--- config.mk ---
export PLATFORM = sky130hd
export DESIGN_NAME = alu_button_debouncer
export DESIGN_NICKNAME = d
export VERILOG_FILES = /design/src/rtl/alu_button_debouncer_pkg.sv /design/src/rtl/alu_button_debouncer_debounce_channel.sv /design/src/rtl/alu_button_debouncer.sv
export SDC_FILE = /design/constraint.sdc
export NUM_CORES = 1
export LEC_CHECK = 0
export CAP_MARGIN = 20
export CORE_MARGIN = 2
export CORE_UTILIZATION = 60
export DETAILED_ROUTE_END_ITERATION = 12
export PLACE_DENSITY = 0.81
export REMOVE_ABC_BUFFERS = 1
export SLEW_MARGIN = 10
export SYNTH_ARGS = -nofsm -noshare
export SYNTH_HDL_FRONTEND = slang
export SYNTH_SLANG_ARGS = --single-unit
--- constraint.sdc ---
create_clock -name clk -period 2.55 [get_ports clk]
set_input_delay 0.3825 -clock clk [delete_from_list [all_inputs] [get_ports clk]]
set_output_delay 0.3825 -clock clk [all_outputs]
set_load 0.03 [all_outputs]
--- src/rtl/alu_button_debouncer_pkg.sv ---
// -----------------------------------------------------------------------------
// alu_button_debouncer_pkg
//   Shared ALU board definitions for the button input stage:
//     - default number of button channels
//     - button index constants (bit position in the button vectors)
//     - debounce FSM state encoding (2 bits)
//     - defaults for synchroniser depth, debounce length and counter width
//   Imported by the top level and by the per-channel debouncer.
// -----------------------------------------------------------------------------
package alu_button_debouncer_pkg;

    // Number of push buttons on the board (btnL, btnC, btnR).
    localparam int N_BOTON_DEF = 3;

    // Bit position of each button in i_btn / o_btn_level / o_btn_pulse.
    // The strobe arbiter serves the lowest index first, so these positions
    // also fix the service order for simultaneous presses: L, then C, then R.
    localparam int BTN_L = 0;
    localparam int BTN_C = 1;
    localparam int BTN_R = 2;

    // Board defaults: 2-flop synchroniser, 10 ms qualification at 100 MHz.
    localparam int SYNC_STAGES_DEF     = 2;
    localparam int DEBOUNCE_CYCLES_DEF = 1000000;
    localparam int NB_COUNT_DEF        = 20;

    // Debounce FSM states.
    //   IDLE_LOW  : settled released, waiting for the first high sample
    //   WAIT_HIGH : qualifying a press
    //   IDLE_HIGH : settled pressed, waiting for the first low sample
    //   WAIT_LOW  : qualifying a release
    typedef enum logic [1:0] {
        IDLE_LOW  = 2'b00,
        WAIT_HIGH = 2'b01,
        IDLE_HIGH = 2'b10,
        WAIT_LOW  = 2'b11
    } deb_state_t;

    // Counter value at which the last required stable sample arrives.
    // The sample that moves the FSM out of an IDLE state is the first stable
    // sample, and the counter is cleared on that entry, so the WAIT state sees
    // samples 2..N with counter values 0..N-2.
    function automatic int last_count(input int debounce_cycles);
        return debounce_cycles - 2;
    endfunction

endpackage : alu_button_debouncer_pkg

--- src/rtl/alu_button_debouncer_debounce_channel.sv ---
// -----------------------------------------------------------------------------
// debounce_channel
//   One button channel: metastability synchroniser, stability counter and the
//   debounce FSM that produces a clean, registered button level.
//
//   Ports
//     clk          in   1   system clock, rising edge
//     i_rst_n      in   1   asynchronous, active-low reset
//     i_btn        in   1   raw asynchronous button input, active high
//     o_level      out  1   debounced level (registered)
//     o_press_evt  out  1   high for the single cycle in which the press
//                           qualifies; the owner registers it, so the event
//                           becomes visible together with the level rising
//
//   Timing: a raw input stable from sampling edge k changes o_level after
//   edge k + SYNC_STAGES + DEBOUNCE_CYCLES - 1.
// -----------------------------------------------------------------------------
module debounce_channel
    import alu_button_debouncer_pkg::*;
#(
    parameter int SYNC_STAGES     = SYNC_STAGES_DEF,
    parameter int DEBOUNCE_CYCLES = DEBOUNCE_CYCLES_DEF,
    parameter int NB_COUNT        = NB_COUNT_DEF
) (
    input  logic clk,
    input  logic i_rst_n,
    input  logic i_btn,
    output logic o_level,
    output logic o_press_evt
);

    localparam logic [NB_COUNT-1:0] CNT_LAST = NB_COUNT'(last_count(DEBOUNCE_CYCLES));

    logic [SYNC_STAGES-1:0] sync_q;
    logic                   s;
    deb_state_t             state;
    logic [NB_COUNT-1:0]    cnt;
    logic                   cnt_done;

    // Synchroniser: i_btn enters at bit 0, the settled copy leaves at the top.
    always_ff @(posedge clk or negedge i_rst_n) begin
        if (!i_rst_n) begin
            sync_q <= '0;
        end else begin
            sync_q <= {sync_q[SYNC_STAGES-2:0], i_btn};
        end
    end

    assign s        = sync_q[SYNC_STAGES-1];
    assign cnt_done = (cnt == CNT_LAST);

    // Debounce FSM. Any sample opposite to the target sends the FSM back to
    // its IDLE state, so qualification restarts from zero on the next
    // matching sample. The counter is compared before it is incremented and
    // cleared on every WAIT entry, so it never wraps.
    always_ff @(posedge clk or negedge i_rst_n) begin
        if (!i_rst_n) begin
            state   <= IDLE_LOW;
            cnt     <= '0;
            o_level <= 1'b0;
        end else begin
            case (state)
                IDLE_LOW: begin
                    if (s) begin
                        state <= WAIT_HIGH;
                        cnt   <= '0;
                    end
                end
                WAIT_HIGH: begin
                    if (!s) begin
                        state <= IDLE_LOW;
                    end else if (cnt_done) begin
                        state   <= IDLE_HIGH;
                        o_level <= 1'b1;
                    end else begin
                        cnt <= cnt + NB_COUNT'(1);
                    end
                end
                IDLE_HIGH: begin
                    if (!s) begin
                        state <= WAIT_LOW;
                        cnt   <= '0;
                    end
                end
                WAIT_LOW: begin
                    if (s) begin
                        state <= IDLE_HIGH;
                    end else if (cnt_done) begin
                        state   <= IDLE_LOW;
                        o_level <= 1'b0;
                    end else begin
                        cnt <= cnt + NB_COUNT'(1);
                    end
                end
                default: begin
                    state   <= IDLE_LOW;
                    cnt     <= '0;
                    o_level <= 1'b0;
                end
            endcase
        end
    end

    // Press qualifies on exactly the edge that raises o_level; releases
    // never produce an event.
    assign o_press_evt = (state == WAIT_HIGH) && s && cnt_done;

endmodule : debounce_channel

--- src/rtl/alu_button_debouncer.sv ---
// -----------------------------------------------------------------------------
// alu_button_debouncer
//   Input stage of the ALU board top level. Conditions the raw push buttons
//   (load A, load B, load operator) before the operand/operator capture
//   registers use them. Each button gets its own debounce_channel; qualified
//   presses are queued in a pending register and released one at a time as
//   single-cycle, one-hot load strobes, lowest index first (L, C, R).
//
//   Ports
//     clk          in   1        system clock, rising edge
//     i_rst_n      in   1        asynchronous, active-low reset
//     i_btn        in   N_BOTON  raw asynchronous buttons, active high
//     o_btn_level  out  N_BOTON  debounced button levels
//     o_btn_pulse  out  N_BOTON  one-hot (or zero) single-cycle press strobe
//
//   A strobe appears one cycle after the corresponding level rises at the
//   earliest; a held button strobes exactly once.
// -----------------------------------------------------------------------------
module alu_button_debouncer
    import alu_button_debouncer_pkg::*;
#(
    parameter int N_BOTON         = N_BOTON_DEF,
    parameter int SYNC_STAGES     = SYNC_STAGES_DEF,
    parameter int DEBOUNCE_CYCLES = DEBOUNCE_CYCLES_DEF,
    parameter int NB_COUNT        = NB_COUNT_DEF
) (
    input  logic               clk,
    input  logic               i_rst_n,
    input  logic [N_BOTON-1:0] i_btn,
    output logic [N_BOTON-1:0] o_btn_level,
    output logic [N_BOTON-1:0] o_btn_pulse
);

    logic [N_BOTON-1:0] press_evt;
    logic [N_BOTON-1:0] pending;
    logic [N_BOTON-1:0] grant;

    for (genvar i = 0; i < N_BOTON; i++) begin : g_chan
        debounce_channel #(
            .SYNC_STAGES     (SYNC_STAGES),
            .DEBOUNCE_CYCLES (DEBOUNCE_CYCLES),
            .NB_COUNT        (NB_COUNT)
        ) u_chan (
            .clk         (clk),
            .i_rst_n     (i_rst_n),
            .i_btn       (i_btn[i]),
            .o_level     (o_btn_level[i]),
            .o_press_evt (press_evt[i])
        );
    end

    // Lowest set bit of pending: x & -x isolates it without a priority chain.
    assign grant = pending & (-pending);

    // Pending queue and strobe register. A press qualifying in the same
    // cycle its bit is being granted keeps the bit set, so that press is not
    // lost.
    always_ff @(posedge clk or negedge i_rst_n) begin
        if (!i_rst_n) begin
            pending     <= '0;
            o_btn_pulse <= '0;
        end else begin
            pending     <= (pending & ~grant) | press_evt;
            o_btn_pulse <= grant;
        end
    end

endmodule : alu_button_debouncer
==> results of run 1 <==
[per-stage QoR]
step	TNS (ps)	cell area (um^2)	hold WS (ps)	instances
global route	0	4720	42.2	573
finish	0	4720	16.5	573
floorplan	-2660	4190	86.9	440
CTS	0	4720	18.8	573
detailed placement	0	4540	343	558
global placement	0	4540	338	558
[layout by cell type (no fill, tap or decap), drive strengths merged, types with 5 or more instances in the layout]
cell type / instances
ha: 6
nor4: 14
or3: 9
clkdlybuf4s50: 9
nand2b: 6
dfrtp: 81
and3: 9
mux2i: 9
xor2: 6
inv: 11
nand3: 43
or4b: 10
nand4: 9
a21oi: 20
xnor2: 8
o31ai: 5
nor3: 13
nand2: 64
or4: 8
buf: 13
nor2: 25
a22o: 9
clkbuf: 10
o21ai: 29
[final cells by class]
type	instances	area (um^2)
clock buffers	10	128
clock inverters	5	57.6
fillers	495	2140
inverters	11	41.3
multi-input cells	348	2140
flip-flops and latches	81	2030
well taps	96	120
repair buffers	22	213
[path summary, 6_finish.rpt]
| check | startpoint | endpoint | cells past startpoint |
|---|---|---|---|
| worst min-delay path | i_rst_n | g_chan[2].u_chan.cnt[16] | 1 |
| worst min register to register | g_chan[2].u_chan.sync_q[0] | g_chan[2].u_chan.sync_q[1] | 0 |
| max in group asynchronous | i_rst_n | g_chan[0].u_chan.cnt[9] | 2 |
| worst max-delay path | g_chan[1].u_chan.cnt[15] | g_chan[1].u_chan.cnt[0] | 5 |
| min in group clk | g_chan[2].u_chan.sync_q[0] | g_chan[2].u_chan.sync_q[1] | 0 |
| worst max register to register | g_chan[1].u_chan.cnt[15] | g_chan[1].u_chan.cnt[0] | 5 |
[routing by layer]
layer	vias to the layer above	part of all wire	track usage	wire, um
met2	105	0.48	0.377	4180
met5	-	0	0	0
li1	1719	-	-	-
met3	21	0.047	0.0560	407
met1	1721	0.46	0.335	3970
met4	0	0.019	0.0895	170
[kinds of logic after synthesis]
family / after synthesis
AND/OR/NAND/NOR: 232
AO/OA/AOI/OAI: 85
flip-flops: 81
buffers and inverters: 32
XOR/XNOR: 14
multiplexers: 11
adder cells (fa/ha/maj): 6
[state kept, by name (all words and copies together), names as in the netlist, named ones only]
| signal | flops |
|---|---|
| g_chan.u_chan.cnt | 60 |
| g_chan.u_chan.state | 3 |
| g_chan.u_chan.sync_q | 6 |
| g_chan.u_chan.o_level | 3 |
| o_btn_pulse | 3 |
| pending | 3 |
[power by group]
group / switching, mW / internal [mW] / leakage, nW
clock: 0.457 / 0.445 / 0.0844
combinational: 0.105 / 0.0676 / 0.804
sequential: 0.0592 / 1.32 / 1.10
==> impl_metrics.json, run 1 <==
{
  "postCtsResizedCells": 0,
  "finalCritPeriodShare": 0.902,
  "ctsHtreeMaxLevel": 3,
  "ir_worst_vdd_v": 0.000384,
  "insertion_delay_ps": 350,
  "yosys.area_share.simple": 0.296,
  "dp_hpwl_um": 5930,
  "drt_iter0_markers": 214,
  "drive_above_1_share": 0.0964,
  "setup-violations-final": 0,
  "grt_overflow": 0,
  "syn_avg_cell_area_um2": 9.31,
  "synthAdderAreaFrac": 0.0175,
  "synth-edff-count": 0,
  "path_max_fanout": 10,
  "cp_num_buf_inv": 0,
  "min_period_ps": 2300,
  "yosysTopAreaCellShare": 0.472,
  "rows": 30,
  "post_drt_wl_per_cell_um": 15.2,
  "wl_um": 8730,
  "hold_viol_final": 0,
  "yosysMostFrequentCell": "dfrtp_1",
  "clock.fmax_mhz": 435,
  "critPathKind": "flop to flop",
  "yosysSeqAreaShare": 0.472,
  "grt.total_usage": 0.242,
  "cts_setup_buffers": 0,
  "die_area_mm2": 0.00784,
  "endpoint_kind": "flop",
  "cts_num_sinks": 81,
  "crit_slowest_cell": "or4b_1",
  "antenna_found_initial": 0,
  "synthArstFlopShare": 1.00,
  "synth_area_leaders": "dfrtp_1 47%, nand2_1 5.6%, nand3_1 4.8%",
  "worst_pin_slew_ps": 967,
  "die_x_um": 88.6,
  "syn_to_final_growth_pct": 10.1,
  "final_core_util": 0.688,
  "rsz0062_at_grt": "no",
  "ys.flop_type": "dfrtp_1",
  "cts_tree": "yes",
  "numCtsBuffers": 9,
  "drv_slew": 0,
  "core_area_mm2": 0.00687,
  "io_pins": 11,
  "cts.path.max_buffers": 2,
  "synth_area_mm2": 0.00429,
  "ys_types": 53,
  "clock_skew_ps": 5.57,
  "vias": 3566,
  "cts_hold_buffers": 0,
  "drc": 0,
  "p_leak_nw": 1.99,
  "powerDensity_mw_per_mm2": 520,
  "rrSetupSlack_ps": 250,
  "grt_pass1_wl_um": 15000,
  "outcome": "finished clean",
  "place_congestion": 0.867,
  "fp.dieH_um": 88.6,
  "grt_max_degree": 42,
  "hp-class": "input port to asynchronous set/reset pin",
  "power_mw": 2.46,
  "cp.required_ps": 2760,
  "syn_inst": 461,
  "synth_top_family_by_area": "simple AND/OR/NAND/NOR gates",
  "slowest_delay_ps": 560,
  "max_cap_viol_count": 0,
  "synth_xor_xnor_area_share": 0.0286,
  "setup_slack_ps": 251,
  "ys_warn_count": 0,
  "synth_seq_cells": 81,
  "path_cells": "or4b_1 > nor4_2 > and2_1 > mux2i_1 > o22ai_1",
  "clk_pin_slew_ps": 80,
  "first_pass_iters": 4,
  "dp_worst_setup_slack_ps": 303,
  "io_buffers": 10,
  "relSlewSlack": 0.352,
  "synthMuxAreaShare": 0.0262,
  "synth_common_cells": "81 x dfrtp_1, 64 x nand2_1, 41 x nand3_1, 28 x o21ai_0, 25 x nor2_1",
  "vias_per_cell": 6.22,
  "start_kind": "flop",
  "postRouteAntennaNets": 0,
  "finalNetCount": 484,
  "start_util": 0.625,
  "grt_pass1_vias": 3363,
  "crit_arrival_ps": 2510,
  "n_antenna_cell": 0,
  "path_delay_family": "simple AND/OR/NAND/NOR gates",
  "synth_compound_area_frac": 0.127,
  "yosysTopAreaCell": "dfrtp_1",
  "cts_root_buffer": "clkbuf_8"
}
Note: power is estimated with default switching activity, not from simulation.
==> run 2, diff against run 1 <==
--- a/config.mk
+++ b/config.mk
@@ -9,6 +9,7 @@
 export CORE_MARGIN = 2
 export CORE_UTILIZATION = 60
 export DETAILED_ROUTE_END_ITERATION = 12
+export HOLD_SLACK_MARGIN = 0.06
 export PLACE_DENSITY = 0.81
 export REMOVE_ABC_BUFFERS = 1
 export SLEW_MARGIN = 10
==> impl_metrics.json, run 2 (same netlist as run 1, synthesis figures left out) <==
{
  "numCtsBuffers": 9,
  "finalNetCount": 485,
  "grt.total_usage": 0.242,
  "syn_to_final_growth_pct": 10.4,
  "vias_per_cell": 6.23,
  "r2r-start": "g_chan[1].u_chan.cnt[6]",
  "core_area_mm2": 0.00687,
  "endpoint": "g_chan[1].u_chan.cnt[0]",
  "dp_hpwl_um": 5930,
  "grt_pass1_vias": 3363,
  "path_max_fanout": 10,
  "rrSetupSlack_ps": 260,
  "max_cap_viol_count": 0,
  "final_area_mm2": 0.00473,
  "drive_above_1_share": 0.0962,
  "power_mw": 2.46,
  "power_frac_seq": 0.563,
  "rows": 30,
  "first_pass_iters": 4,
  "cts_num_sinks": 81,
  "start_util": 0.625,
  "drc": 0,
  "hp-class": "flop to flop",
  "hold_viol_final": 0,
  "r2r_cells": 5,
  "insertion_delay_ps": 350,
  "relSlewSlack": 0.368,
  "postCtsResizedCells": 0,
  "postRouteAntennaNets": 0,
  "finalCritPeriodShare": 0.898,
  "final_common_cell": "dfrtp_1",
  "start_kind": "flop",
  "wl_um": 8680,
  "io_buffers": 10,
  "final_cell_mix": "81 x dfrtp_1, 64 x nand2_1, 41 x nand3_1",
  "reg2reg_to": "g_chan[1].u_chan.cnt[0]",
  "post_drt_wl_per_cell_um": 15.1,
  "clock.fmax_mhz": 437,
  "path_delay_family": "simple AND/OR/NAND/NOR gates",
  "largest_register_ffs": 60,
  "vias": 3576,
  "worst_pin_slew_ps": 944,
  "die_x_um": 88.6,
  "cts_root_buffer": "clkbuf_8",
  "critPathKind": "flop to flop",
  "clock_skew_ps": 5.92,
  "cts_tree": "yes",
  "critical_path.startpoint": "g_chan[1].u_chan.cnt[6]",
  "fp.dieH_um": 88.6,
  "dpl_cell_area_mm2": 0.00454,
  "cp_num_buf_inv": 0,
  "clockPowerShare": 0.367,
  "swShare": 0.252,
  "powerDensity_mw_per_mm2": 519,
  "grt_max_degree": 42,
  "io_pins": 11,
  "cp.required_ps": 2760,
  "p_leak_nw": 2.00,
  "final_core_util": 0.689,
  "rsz0062_at_grt": "no",
  "ctsHtreeMaxLevel": 3,
  "instances_no_fill": 574,
  "ir_worst_vdd_v": 0.000386,
  "biggestRegsByFlops": "g_chan.u_chan.cnt (60), g_chan.u_chan.sync_q (6)",
  "die_area_mm2": 0.00784,
  "place_congestion": 0.867,
  "whs_path_depth": 0,
  "crit_arrival_ps": 2500,
  "grt_overflow": 0,
  "min_period_ps": 2290,
  "outcome": "finished clean",
  "internal_power_mw": 1.84,
  "num-fill-cells": 493,
  "power_frac_comb": 0.071,
  "antenna_found_initial": 0,
  "grt_pass1_wl_um": 15000,
  "endpoint_kind": "flop",
  "cp_num_cells": 5,
  "p_switching_mw": 0.620,
  "crit_slowest_cell": "or4b_1",
  "cts.path.max_buffers": 2,
  "slowest_delay_ps": 540,
  "path_cells": "or4b_1 > nor4_2 > and2_1 > mux2i_1 > o22ai_1",
  "setup-violations-final": 0,
  "drt_iter0_markers": 212,
  "regMostFlops": "g_chan.u_chan.cnt",
  "clk_pin_slew_ps": 80,
  "dp.cells": 558,
  "drv_slew": 0,
  "n_antenna_cell": 0,
  "holdWs_ps": 351
}
==> run 2: cell type report <==
type | count | area [um^2] | share of cell area
clock inverter | 5 | 57.6 | 0.0122
inverter | 11 | 41.3 | 0.00872
clock buffer | 10 | 128 | 0.0270
multi-input combinational | 348 | 2140 | 0.452
sequential | 81 | 2030 | 0.428
tap | 96 | 120 | 0.0254
timing repair buffer | 23 | 223 | 0.0470
==> run 2: what timing repair did <==
item | CTS | global route
setup buffers | 0 | 0
endpoints found under the hold margin | 40 | 0
hold buffers | 1 | 0
endpoints found under the setup margin | 0 | 0
==> run 2: metal layers <==
layer  track usage  part of all wire  vias to the layer above
li1              -                 -                     1724
met1         0.335              0.45                     1726
met2         0.377              0.48                      104
met3        0.0560             0.049                       22
met4        0.0895             0.019                        0
met5             0                 0                        -
==> run 2: how the worst min path moves through the flow <==
stage,startpoint,end,slack (ps)
6_report,g_chan[2].u_chan.sync_q[0],g_chan[2].u_chan.sync_q[1],350
5_1_grt,g_chan[0].u_chan.sync_q[0],g_chan[0].u_chan.sync_q[1],370
4_1_cts,g_chan[2].u_chan.sync_q[0],g_chan[2].u_chan.sync_q[1],350
3_5_place_dp,g_chan[0].u_chan.sync_q[0],g_chan[0].u_chan.sync_q[1],340
3_3_place_gp,g_chan[0].u_chan.sync_q[0],g_chan[0].u_chan.sync_q[1],340
2_1_floorplan,i_rst_n,asynchronous set/reset pin,90
==> run 2: through the flow <==
stage                     setup TNS, ps  setup slack, ps
after floorplan                   -2660             -285
after detailed placement              0              303
final                                 0              260
after global routing                  0              119
after global placement                0              381
after CTS                             0              288
==> run 2: power by group through the flow <==
stage          combinational, mW  clock, mW  sequential, mW
6_report                   0.173      0.901            1.38
5_1_grt                    0.197      0.984            1.39
4_1_cts                    0.175      0.921            1.38
3_5_place_dp               0.174          0            1.41
3_3_place_gp               0.167          0            1.40
2_1_floorplan             0.0895          0            1.40
==> run 3, diff against run 2 <==
--- a/config.mk
+++ b/config.mk
@@ -12,7 +12,6 @@
 export HOLD_SLACK_MARGIN = 0.06
 export PLACE_DENSITY = 0.81
 export REMOVE_ABC_BUFFERS = 1
-export SLEW_MARGIN = 10
 export SYNTH_ARGS = -nofsm -noshare
 export SYNTH_HDL_FRONTEND = slang
 export SYNTH_SLANG_ARGS = --single-unit
==> results of run 3 <==
The final DEF is identical to that of run 2; final timing and power are the same.
